<file path="src/rtl/muldiv_unit.sv">
`timescale 1ns/1ps
`default_nettype none
// ============================================================================
// Module      : muldiv_unit
// Description : Iterative RV32M multiply/divide unit. Shift-add multiplier
//               and restoring divider sharing one 2*XLEN accumulator; fixed
//               XLEN+2 cycle latency, single-cycle done pulse, held result.
// Revision    : 1.0 - initial release
// ============================================================================
module muldiv_unit #(
  parameter int XLEN  = 32,
  parameter int CNT_W = $clog2(XLEN) + 1
) (
  input  logic            clk,
  input  logic            rst,
  input  logic            start,
  input  logic [2:0]      funct3,
  input  logic [XLEN-1:0] op_a,
  input  logic [XLEN-1:0] op_b,
  input  logic            flush,
  output logic            busy,
  output logic            done,
  output logic [XLEN-1:0] result
);

  localparam logic [1:0] S_IDLE = 2'd0;
  localparam logic [1:0] S_CALC = 2'd1;
  localparam logic [1:0] S_FIX  = 2'd2;
  localparam logic [1:0] S_DONE = 2'd3;

  localparam logic [CNT_W-1:0] c_last_iter = CNT_W'(XLEN - 1);

  logic [1:0]        r_state;
  logic [1:0]        w_next_state;
  logic [CNT_W-1:0]  r_cnt;
  logic [2:0]        r_funct3;
  logic [2*XLEN-1:0] r_acc;      // mul: {partial, multiplier}; div: {rem, quot}
  logic [XLEN-1:0]   r_opnd;     // mul: multiplicand; div: divisor
  logic              r_neg;      // negate product / quotient
  logic              r_sign_a;   // remainder takes sign of op_a
  logic              r_b_zero;
  logic              r_busy;
  logic              r_done;
  logic [XLEN-1:0]   r_result;

  // Operand decode at acceptance: signedness, sign flags and magnitudes
  logic              w_signed_a, w_signed_b, w_sign_a, w_sign_b;
  logic [XLEN-1:0]   w_mag_a, w_mag_b;
  logic              w_accept;

  // Iteration and fix-up datapath
  logic [XLEN:0]     w_mul_sum;
  logic [2*XLEN-1:0] w_mul_step;
  logic [XLEN:0]     w_div_trial;
  logic [2*XLEN-1:0] w_div_step;
  logic [2*XLEN-1:0] w_prod;
  logic [XLEN-1:0]   w_quot, w_rem, w_fix_result;
  logic              w_busy_next, w_done_next;

  // State register
  always_ff @(posedge clk) begin
    if (!rst) r_state <= S_IDLE;
    else      r_state <= w_next_state;
  end

  // Next-state logic; flush always returns to IDLE and beats start
  always_comb begin
    w_next_state = r_state;
    case (r_state)
      S_IDLE: if (start && !flush) w_next_state = S_CALC;
      S_CALC: if (flush) w_next_state = S_IDLE;
              else if (r_cnt == c_last_iter) w_next_state = S_FIX;
      S_FIX:  w_next_state = flush ? S_IDLE : S_DONE;
      S_DONE: w_next_state = S_IDLE;
      default: w_next_state = S_IDLE;
    endcase
  end

  // Output decode of the next state; busy/done are registered from it
  always_comb begin
    w_busy_next = (w_next_state == S_CALC) || (w_next_state == S_FIX);
    w_done_next = (w_next_state == S_DONE);
  end

  // Operand sign/magnitude decode for an incoming request
  always_comb begin
    w_accept   = (r_state == S_IDLE) && start && !flush;
    w_signed_a = (funct3 == 3'd0) || (funct3 == 3'd1) || (funct3 == 3'd2) ||
                 (funct3 == 3'd4) || (funct3 == 3'd6);
    w_signed_b = (funct3 == 3'd0) || (funct3 == 3'd1) ||
                 (funct3 == 3'd4) || (funct3 == 3'd6);
    w_sign_a   = w_signed_a && op_a[XLEN-1];
    w_sign_b   = w_signed_b && op_b[XLEN-1];
    w_mag_a    = w_sign_a ? -op_a : op_a;
    w_mag_b    = w_sign_b ? -op_b : op_b;
  end

  // One multiply step, one restoring-divide step, and the final correction
  always_comb begin
    w_mul_sum   = {1'b0, r_acc[2*XLEN-1:XLEN]} + {1'b0, r_opnd};
    w_mul_step  = r_acc[0] ? {w_mul_sum, r_acc[XLEN-1:1]}
                           : {1'b0, r_acc[2*XLEN-1:1]};
    // Shifted remainder needs XLEN+1 bits before the trial subtract
    w_div_trial = r_acc[2*XLEN-1:XLEN-1] - {1'b0, r_opnd};
    w_div_step  = w_div_trial[XLEN] ? {r_acc[2*XLEN-2:0], 1'b0}
                                    : {w_div_trial[XLEN-1:0], r_acc[XLEN-2:0], 1'b1};
    w_prod      = r_neg ? -r_acc : r_acc;
    w_quot      = r_neg ? -r_acc[XLEN-1:0] : r_acc[XLEN-1:0];
    // Divide by zero leaves |op_a| here, so re-signing restores op_a exactly
    w_rem       = r_sign_a ? -r_acc[2*XLEN-1:XLEN] : r_acc[2*XLEN-1:XLEN];
    case (r_funct3)
      3'd0:          w_fix_result = w_prod[XLEN-1:0];
      3'd1,3'd2,3'd3: w_fix_result = w_prod[2*XLEN-1:XLEN];
      3'd4, 3'd5:    w_fix_result = r_b_zero ? {XLEN{1'b1}} : w_quot;
      default:       w_fix_result = w_rem;
    endcase
  end

  // Datapath registers: latch on accept, iterate in CALC, write result in FIX
  always_ff @(posedge clk) begin
    if (!rst) begin
      r_cnt    <= '0;
      r_funct3 <= '0;
      r_acc    <= '0;
      r_opnd   <= '0;
      r_neg    <= 1'b0;
      r_sign_a <= 1'b0;
      r_b_zero <= 1'b0;
      r_busy   <= 1'b0;
      r_done   <= 1'b0;
      r_result <= '0;
    end else begin
      r_busy <= w_busy_next;
      r_done <= w_done_next;
      if (w_accept) begin
        r_cnt    <= '0;
        r_funct3 <= funct3;
        r_neg    <= w_sign_a ^ w_sign_b;
        r_sign_a <= w_sign_a;
        r_b_zero <= (op_b == '0);
        if (funct3[2]) begin
          r_acc  <= {{XLEN{1'b0}}, w_mag_a};
          r_opnd <= w_mag_b;
        end else begin
          r_acc  <= {{XLEN{1'b0}}, w_mag_b};
          r_opnd <= w_mag_a;
        end
      end else if (r_state == S_CALC) begin
        r_cnt <= r_cnt + CNT_W'(1);
        r_acc <= r_funct3[2] ? w_div_step : w_mul_step;
      end
      if (r_state == S_FIX && !flush) r_result <= w_fix_result;
    end
  end

  assign busy   = r_busy;
  assign done   = r_done;
  assign result = r_result;

endmodule
`default_nettype wire

</file>
<file path="config.mk">
export PLATFORM = sky130hd
export DESIGN_NAME = muldiv_unit
export DESIGN_NICKNAME = d
export VERILOG_FILES = /design/src/rtl/muldiv_unit.sv
export SDC_FILE = /design/constraint.sdc
export NUM_CORES = 1
export LEC_CHECK = 0
export CORE_MARGIN = 1.5
export CORE_UTILIZATION = 50
export CTS_CLUSTER_DIAMETER = 40
export DETAILED_ROUTE_END_ITERATION = 12
export PLACE_DENSITY_LB_ADDON = 0.12
export SLEW_MARGIN = 20
export SYNTH_ARGS = -nofsm -noshare
export SYNTH_HDL_FRONTEND = slang
export SYNTH_SLANG_ARGS = --single-unit
</file>
<file path="constraint.sdc">
create_clock -name clk -period 3.77 [get_ports clk]
set_input_delay 0.377 -clock clk [delete_from_list [all_inputs] [get_ports clk]]
set_output_delay 0.377 -clock clk [all_outputs]
set_load 0.02 [all_outputs]
</file>
==> flow_metrics.tcl, run 1 <==
set metrics [dict create \
    status "finished clean" \
    crit_slowest_cell "dfxtp_1" \
    fin_nets 2196 \
    drive_above_1_share_pct 7.70 \
    antenna_found_initial 0 \
    cellLeakagePower_nw 6.42 \
    clk_pin_slew_ps 90 \
    start_kind "flip-flop" \
    area_growth_pct 15.4 \
    drc 0 \
    numCtsBuffers 17 \
    synth_compound_area_share_pct 30.7 \
    vdd_drop_max_uv 269 \
    rsz0062_at_grt "false" \
    cp.arrival_ps 3950 \
    dieArea_um2 29700 \
    overflow 0 \
    grt_max_degree 73 \
    clockBufferDepth 2 \
    dp_cells 2412 \
    whs_path_depth 2 \
    fill_cells 2664 \
    wl_per_cell_um 23.0 \
    synth_adder_area_share_pct 6.39 \
    hold_class "flip-flop to flip-flop" \
    routed_wl_mm 56.1 \
    maxSlewHeadroom_pct 29.0 \
    rows 61 \
    setup_viol 0 \
    final_cells 2444 \
    pin_count 105 \
    r2r_slack_ps 160 \
    fp.dieH_um 172 \
    postSynthAreaPerCell_um2 7.14 \
    firstDrtPassIters 5 \
    viasPerCell 6.47 \
    crit_path_end_kind "flip-flop" \
    synth_edf_count 0 \
    crit_type "flip-flop to flip-flop" \
    ctsHoldBuffers 0 \
    core_um2 28000 \
    synthMuxAreaShare_pct 4.47 \
    yosys.area_share.simple_pct 20.6 \
    yosys_warnings 0 \
    dpl.hpwl_mm 43.0 \
    regArea_um2 2890 \
    reg2reg_to "r_acc[35]$_SDFFE_PN0P_" \
    synth_ff_type "dfxtp_1" \
    tightest_slew_ps 1060 \
    clockRootBuffer "clkbuf_16" \
    drv_cap 0 \
    htreeDepth 4 \
    synth.distinct_cells 75 \
    syn_nets 2150 \
    place.gp.congestion 1.00 \
    worstRegToRegCells 13 \
    async_flop_share_pct 0 \
    fmax_mhz 277 \
    postRouteAntennaNets 0 \
    crit_chain "inv_1, ha_1, fa_1, nor2b_1, o31a_1, o211ai_1, o211ai_1, a41oi_1, xnor2_2, buf_6, nor2b_1, a311o_1, a22o_1" \
    grt_pass1_wl_mm 84.2 \
    portBuffers 104 \
    worstSkewPairLatency_ps 460 \
    timing.rr.start "r_acc[31]$_SDFFE_PN0P_" \
    synth-seq-area-share_pct 20.1 \
    drv_slew 0 \
    max_stage_delay_ps 470 \
    ys_ff_latch 144 \
    vias 15800 \
    finalHoldViolations 0 \
    worstPathRequired_ps 4110 \
    drtIter0Drc 1890 \
    worstPathMaxFanout 19 \
    power.density_nw_per_um2 326 \
    fin_crit_sh_pct 95.7 \
    finalSetupTns_ps 0 \
    multi_input_area_um2 10600 \
    synth_area_um2 14300 \
    cts_tree "built" \
    antenna_cells 0 \
    grt_usage_pct 37.8 \
    initial_core_util_pct 51.1 \
    clock-sinks 144 \
    synth_top_family_by_area "compound AO/OA/AOI/OAI gates" \
    synth-xor-area-share_pct 11.3 \
    timing.final.crit_period_ps 3610 \
    crit_start "r_acc[31]$_SDFFE_PN0P_" \
    syn_inst 2007 \
    dieWidth_um 172 \
    grt_pass1_vias 14400 \
    clock_skew_ps 27.5 \
    crit_end "r_acc[35]$_SDFFE_PN0P_" \
]
==> through the flow <==
step	power (mW)	setup WS (ps)	area, um2	utilization [%]	hold slack, ps
final	5.39	161	16500	59.0	443
after global routing	5.61	41.1	16500	59.0	468
after CTS	5.33	121	16500	58.9	445
after detailed placement	3.56	145	15900	56.8	431
after global placement	3.55	194	15900	56.8	426
after floorplan	2.95	556	14300	-	449
==> worst max-delay path: cells and delay by family (launching register included) <==
kind	cells	cell delay, ps
AOI/OAI and AO/OA	6	1390
adders and majority gates	2	670
DFF	1	470
buffers and inverters	2	380
and+or+nand+nor	2	290
xor gates and xnor gates	1	290
==> per-layer routing <==
| metal | track usage, % | wire length (um) | vias up |
|---|---|---|---|
| met5 | 0 | 0 | - |
| met4 | 19.8 | 2980 | 0 |
| met3 | 6.16 | 4850 | 129 |
| met2 | 58.4 | 24400 | 807 |
| met1 | 50.4 | 23900 | 7463 |
| li1 | - | - | 7410 |
==> power by group <==
group | internal [mW] | switching, mW
clock network | 0.901 | 0.891
logic | 0.747 | 1.16
registers | 1.58 | 0.103
total | 3.23 | 2.15
==> worst min path at each step <==
| stage | startpoint | endpoint | slack, ps |
|---|---|---|---|
| finish | result[6]$_SDFFE_PN0P_ | result[6]$_SDFFE_PN0P_ | 440 |
| global route | result[9]$_SDFFE_PN0P_ | result[9]$_SDFFE_PN0P_ | 470 |
| CTS | result[6]$_SDFFE_PN0P_ | result[6]$_SDFFE_PN0P_ | 440 |
| detailed placement | result[6]$_SDFFE_PN0P_ | result[6]$_SDFFE_PN0P_ | 430 |
| global placement | result[6]$_SDFFE_PN0P_ | result[6]$_SDFFE_PN0P_ | 430 |
| floorplan | r_opnd[16]$_SDFFE_PN0P_ | r_opnd[16]$_SDFFE_PN0P_ | 450 |
==> cells in the final DEF, fill, tap and decap left out, types with 10 or more instances in the layout <==
cell             netlist  layout
a211oi_1              36      36
a21o_1                27      27
a21oi_1              188     188
a221oi_1              13      13
a22o_1                12      12
a31oi_1               16      16
a32o_1                10      10
and2_1                18      18
buf_4                  1      87
clkbuf_16              0      17
clkdlybuf4s50_1        0     103
dfxtp_1              144     142
ha_1                  70      70
inv_1                 69      69
mux2i_1               64      64
nand2_1              229     229
nand2b_1              14      14
nand3_1               36      36
nand4_1               18      18
nor2_1               150     149
nor2b_1               22      21
nor3_1                39      39
nor4_1                19      19
o211ai_1              57      57
o21a_1                14      14
o21ai_0              145     144
o221ai_1              22      22
o22ai_1               21      21
o31ai_1               34      34
o41ai_1               11      11
or2_2                 11      11
or3_1                 24      24
or4_1                 16      16
xnor2_1               93      92
xor2_1                92      92
==> area by class of cell <==
| type | count | area share [%] |
|---|---|---|
| clock buffer | 17 | 2.57 |
| inverter | 70 | 1.59 |
| sequential | 144 | 17.5 |
| multi-input combinational | 1626 | 63.9 |
| clock inverter | 15 | 1.13 |
| timing repair buffer | 194 | 10.5 |
| tap | 378 | 2.86 |
==> cells in the mapped netlist, types with 18 or more instances <==
cell / count / area (um2)
a211oi_1: 36 / 270
a21o_1: 27 / 203
a21oi_1: 188 / 941
and2_1: 18 / 113
clkbuf_1: 146 / 548
dfxtp_1: 144 / 2880
ha_1: 70 / 876
inv_1: 69 / 259
mux2i_1: 64 / 641
nand2_1: 229 / 860
nand3_1: 36 / 180
nand4_1: 18 / 113
nor2_1: 150 / 563
nor2b_1: 22 / 138
nor3_1: 39 / 195
nor4_1: 19 / 119
o211ai_1: 57 / 428
o21ai_0: 145 / 726
o221ai_1: 22 / 193
o22ai_1: 21 / 131
o31ai_1: 34 / 255
or3_1: 24 / 150
xnor2_1: 93 / 815
xor2_1: 92 / 806
==> flip-flops by register name, indices dropped and copies added, names as in the netlist <==
register,cells
r_funct3,3
r_sign_a,1
r_neg,1
r_cnt,6
result,32
done,1
busy,1
r_state,2
r_acc,64
r_b_zero,1
r_opnd,32
==> repair_timing <==
item | 4_1_cts | 5_1_grt
resized for setup | 0 | 4
buffers inserted | 0 | 0
setup endpoints to repair | 0 | 20
==> logic make-up (layout without fill, tap and decap cells) <==
logic type	count (synthesis)	in the layout
AO/OA/AOI/OAI	679	679
XOR/XNOR	185	185
adder cells (fa/ha/maj)	72	72
buffers and inverters	237	296
flip-flops	144	144
multiplexers	64	64
AND/OR/NAND/NOR	626	626
Note: power is estimated with default switching activity, not from simulation.
==> run 2: changes to the inputs <==
Settings changed: CTS_BUF_LIST set to sky130_fd_sc_hd__clkbuf_16, HOLD_SLACK_MARGIN set to 0.06.
==> results of run 2 <==
No change in the layout: final DEF, timing and power equal those of run 1.
==> run 3: changes to the inputs <==
Settings changed: CORE_MARGIN 1.5 to unset, GPL_TIMING_DRIVEN set to 0, SKIP_CTS_REPAIR_TIMING set to 1.
==> run 3 against run 2 <==
Compared with the run above:
- register-to-register slack worse by 40 ps
- flip-flop and latch count unchanged
- core utilization rose by 0.21 points
- cell count is 3.2% higher
- sequential power hardly changed
- total power is 4.3% higher
- die area down 1.2%
==> flow_metrics.tcl, run 3 (synthesis gave the netlist of run 1 again) <==
set metrics [dict create \
    max_flop_register "r_acc" \
    postRouteAntennaNets 0 \
    numCtsBuffers 17 \
    initial_core_util_pct 51.1 \
    cts_tree "built" \
    timing.final.crit_period_ps 3650 \
    routed_wl_mm 62.0 \
    drv_slew 0 \
    crit_type "flip-flop to flip-flop" \
    place.gp.congestion 1.03 \
    core_um2 28000 \
    tightest_slew_ps 1120 \
    largest_register_ffs 64 \
    layout_common_cells "nand2_1, a21oi_1, nor2_1" \
    rows 61 \
    viasPerCell 6.56 \
    grt_usage_pct 42.6 \
    postPlaceCellArea_um2 15800 \
    switchingPower_mw 2.26 \
    cp.arrival_ps 4000 \
    antenna_found_initial 1 \
    maxSlewHeadroom_pct 24.9 \
    hold_class "input port to flip-flop" \
    stdcell_area_um2 16600 \
    portBuffers 102 \
    status "finished clean" \
    clock-sinks 144 \
    worstSkewPairLatency_ps 460 \
    combPwrFrac_pct 37.3 \
    vdd_drop_max_uv 331 \
    drtIter0Drc 2020 \
    antenna_cells 0 \
    start_kind "flip-flop" \
    fin_crit_sh_pct 96.9 \
    power.density_nw_per_um2 339 \
    clockBufferDepth 2 \
    drc 0 \
    grt_max_degree 17 \
    finalSetupTns_ps 0 \
    crit_path_end_kind "flip-flop" \
    dieArea_um2 29300 \
    grt_pass1_vias 15300 \
    wl_per_cell_um 24.6 \
    overflow 0 \
    fmax_mhz 274 \
    fp.dieH_um 171 \
    dieWidth_um 171 \
    clk_pin_slew_ps 80 \
    fin_util_pct 59.2 \
    p_int_mw 3.35 \
    firstDrtPassIters 9 \
    vias 16500 \
    clkPwrFrac_pct 33.1 \
    p_seq_share_pct 29.6 \
    clock_skew_ps 12.3 \
    worstPathRequired_ps 4120 \
    final_common_cell "nand2_1" \
    dpl.hpwl_mm 49.0 \
    area_growth_pct 15.8 \
    whs_path_depth 2 \
    setup_viol 0 \
    htreeDepth 4 \
    drv_cap 0 \
    worstRegToRegCells 15 \
    grt_pass1_wl_mm 92.0 \
    finalHoldViolations 0 \
    drive_above_1_share_pct 4.76 \
    fin_nets 2273 \
    clockRootBuffer "clkbuf_16" \
    cellLeakagePower_nw 6.24 \
    pin_count 105 \
    p_sw_share_pct 40.3 \
    worstPathMaxFanout 10 \
]
run 3: power groups by stage:
stage / Combinational (mW) / Sequential, mW / Clock (mW)
5_1_grt: 2.22 / 1.67 / 1.91
3_5_place_dp: 1.93 / 1.69 / 0
4_1_cts: 1.95 / 1.66 / 1.85
3_3_place_gp: 1.92 / 1.69 / 0
6_report: 2.09 / 1.67 / 1.86
2_1_floorplan: 1.29 / 1.66 / 0
run 3: critical path, stage by stage (launching register included):
cell	delay [ps]
dfxtp_2	420
inv_1	100
ha_1	240
fa_1	420
nor2b_2	220
o31a_1	280
o211ai_1	150
o211ai_1	130
buf_4	170
a41oi_1	150
xnor2_1	250
buf_4	200
buf_6	190
mux2i_1	260
nand2_1	80
a32o_1	290
run 3: worst paths after layout:
path	start	to	slack, ps
max	r_acc[31]$_SDFFE_PN0P_	r_acc[48]$_SDFFE_PN0P_	120
min	flush	r_state[0]$_SDFF_PN0_	280
max reg2reg	r_acc[31]$_SDFFE_PN0P_	r_acc[48]$_SDFFE_PN0P_	120
min reg2reg	result[9]$_SDFFE_PN0P_	result[9]$_SDFFE_PN0P_	440
run 3: final cells by class:
| type | instances | area, um2 |
|---|---|---|
| flip-flops and latches | 144 | 2890 |
| repair buffers | 113 | 1100 |
| clock inverters | 15 | 190 |
| plain buffers | 158 | 646 |
| clock buffers | 17 | 425 |
| well taps | 378 | 473 |
| multi-input cells | 1626 | 10600 |
| fillers | 2801 | 11400 |
| inverters | 70 | 267 |
run 3: routing by layer:
layer | wire length [um] | part of all wire (%) | track usage, % | up-vias
met2 | 26700 | 43 | 65.7 | 1044
met3 | 6600 | 11 | 9.30 | 185
met1 | 25200 | 41 | 54.9 | 7729
li1 | - | - | - | 7573
met5 | 17 | 0.027 | 0.174 | -
met4 | 3470 | 5.6 | 23.6 | 2
run 3: per-stage QoR:
step / power (mW) / setup WS, ps / hold WS [ps] / std cells
floorplan: 2.95 / 556 / 449 / 2007
global placement: 3.61 / -649 / 428 / 2487
detailed placement: 3.63 / -685 / 434 / 2488
CTS: 5.45 / -746 / 271 / 2520
global route: 5.79 / -27.6 / 305 / 2521
finish: 5.62 / 118 / 278 / 2521
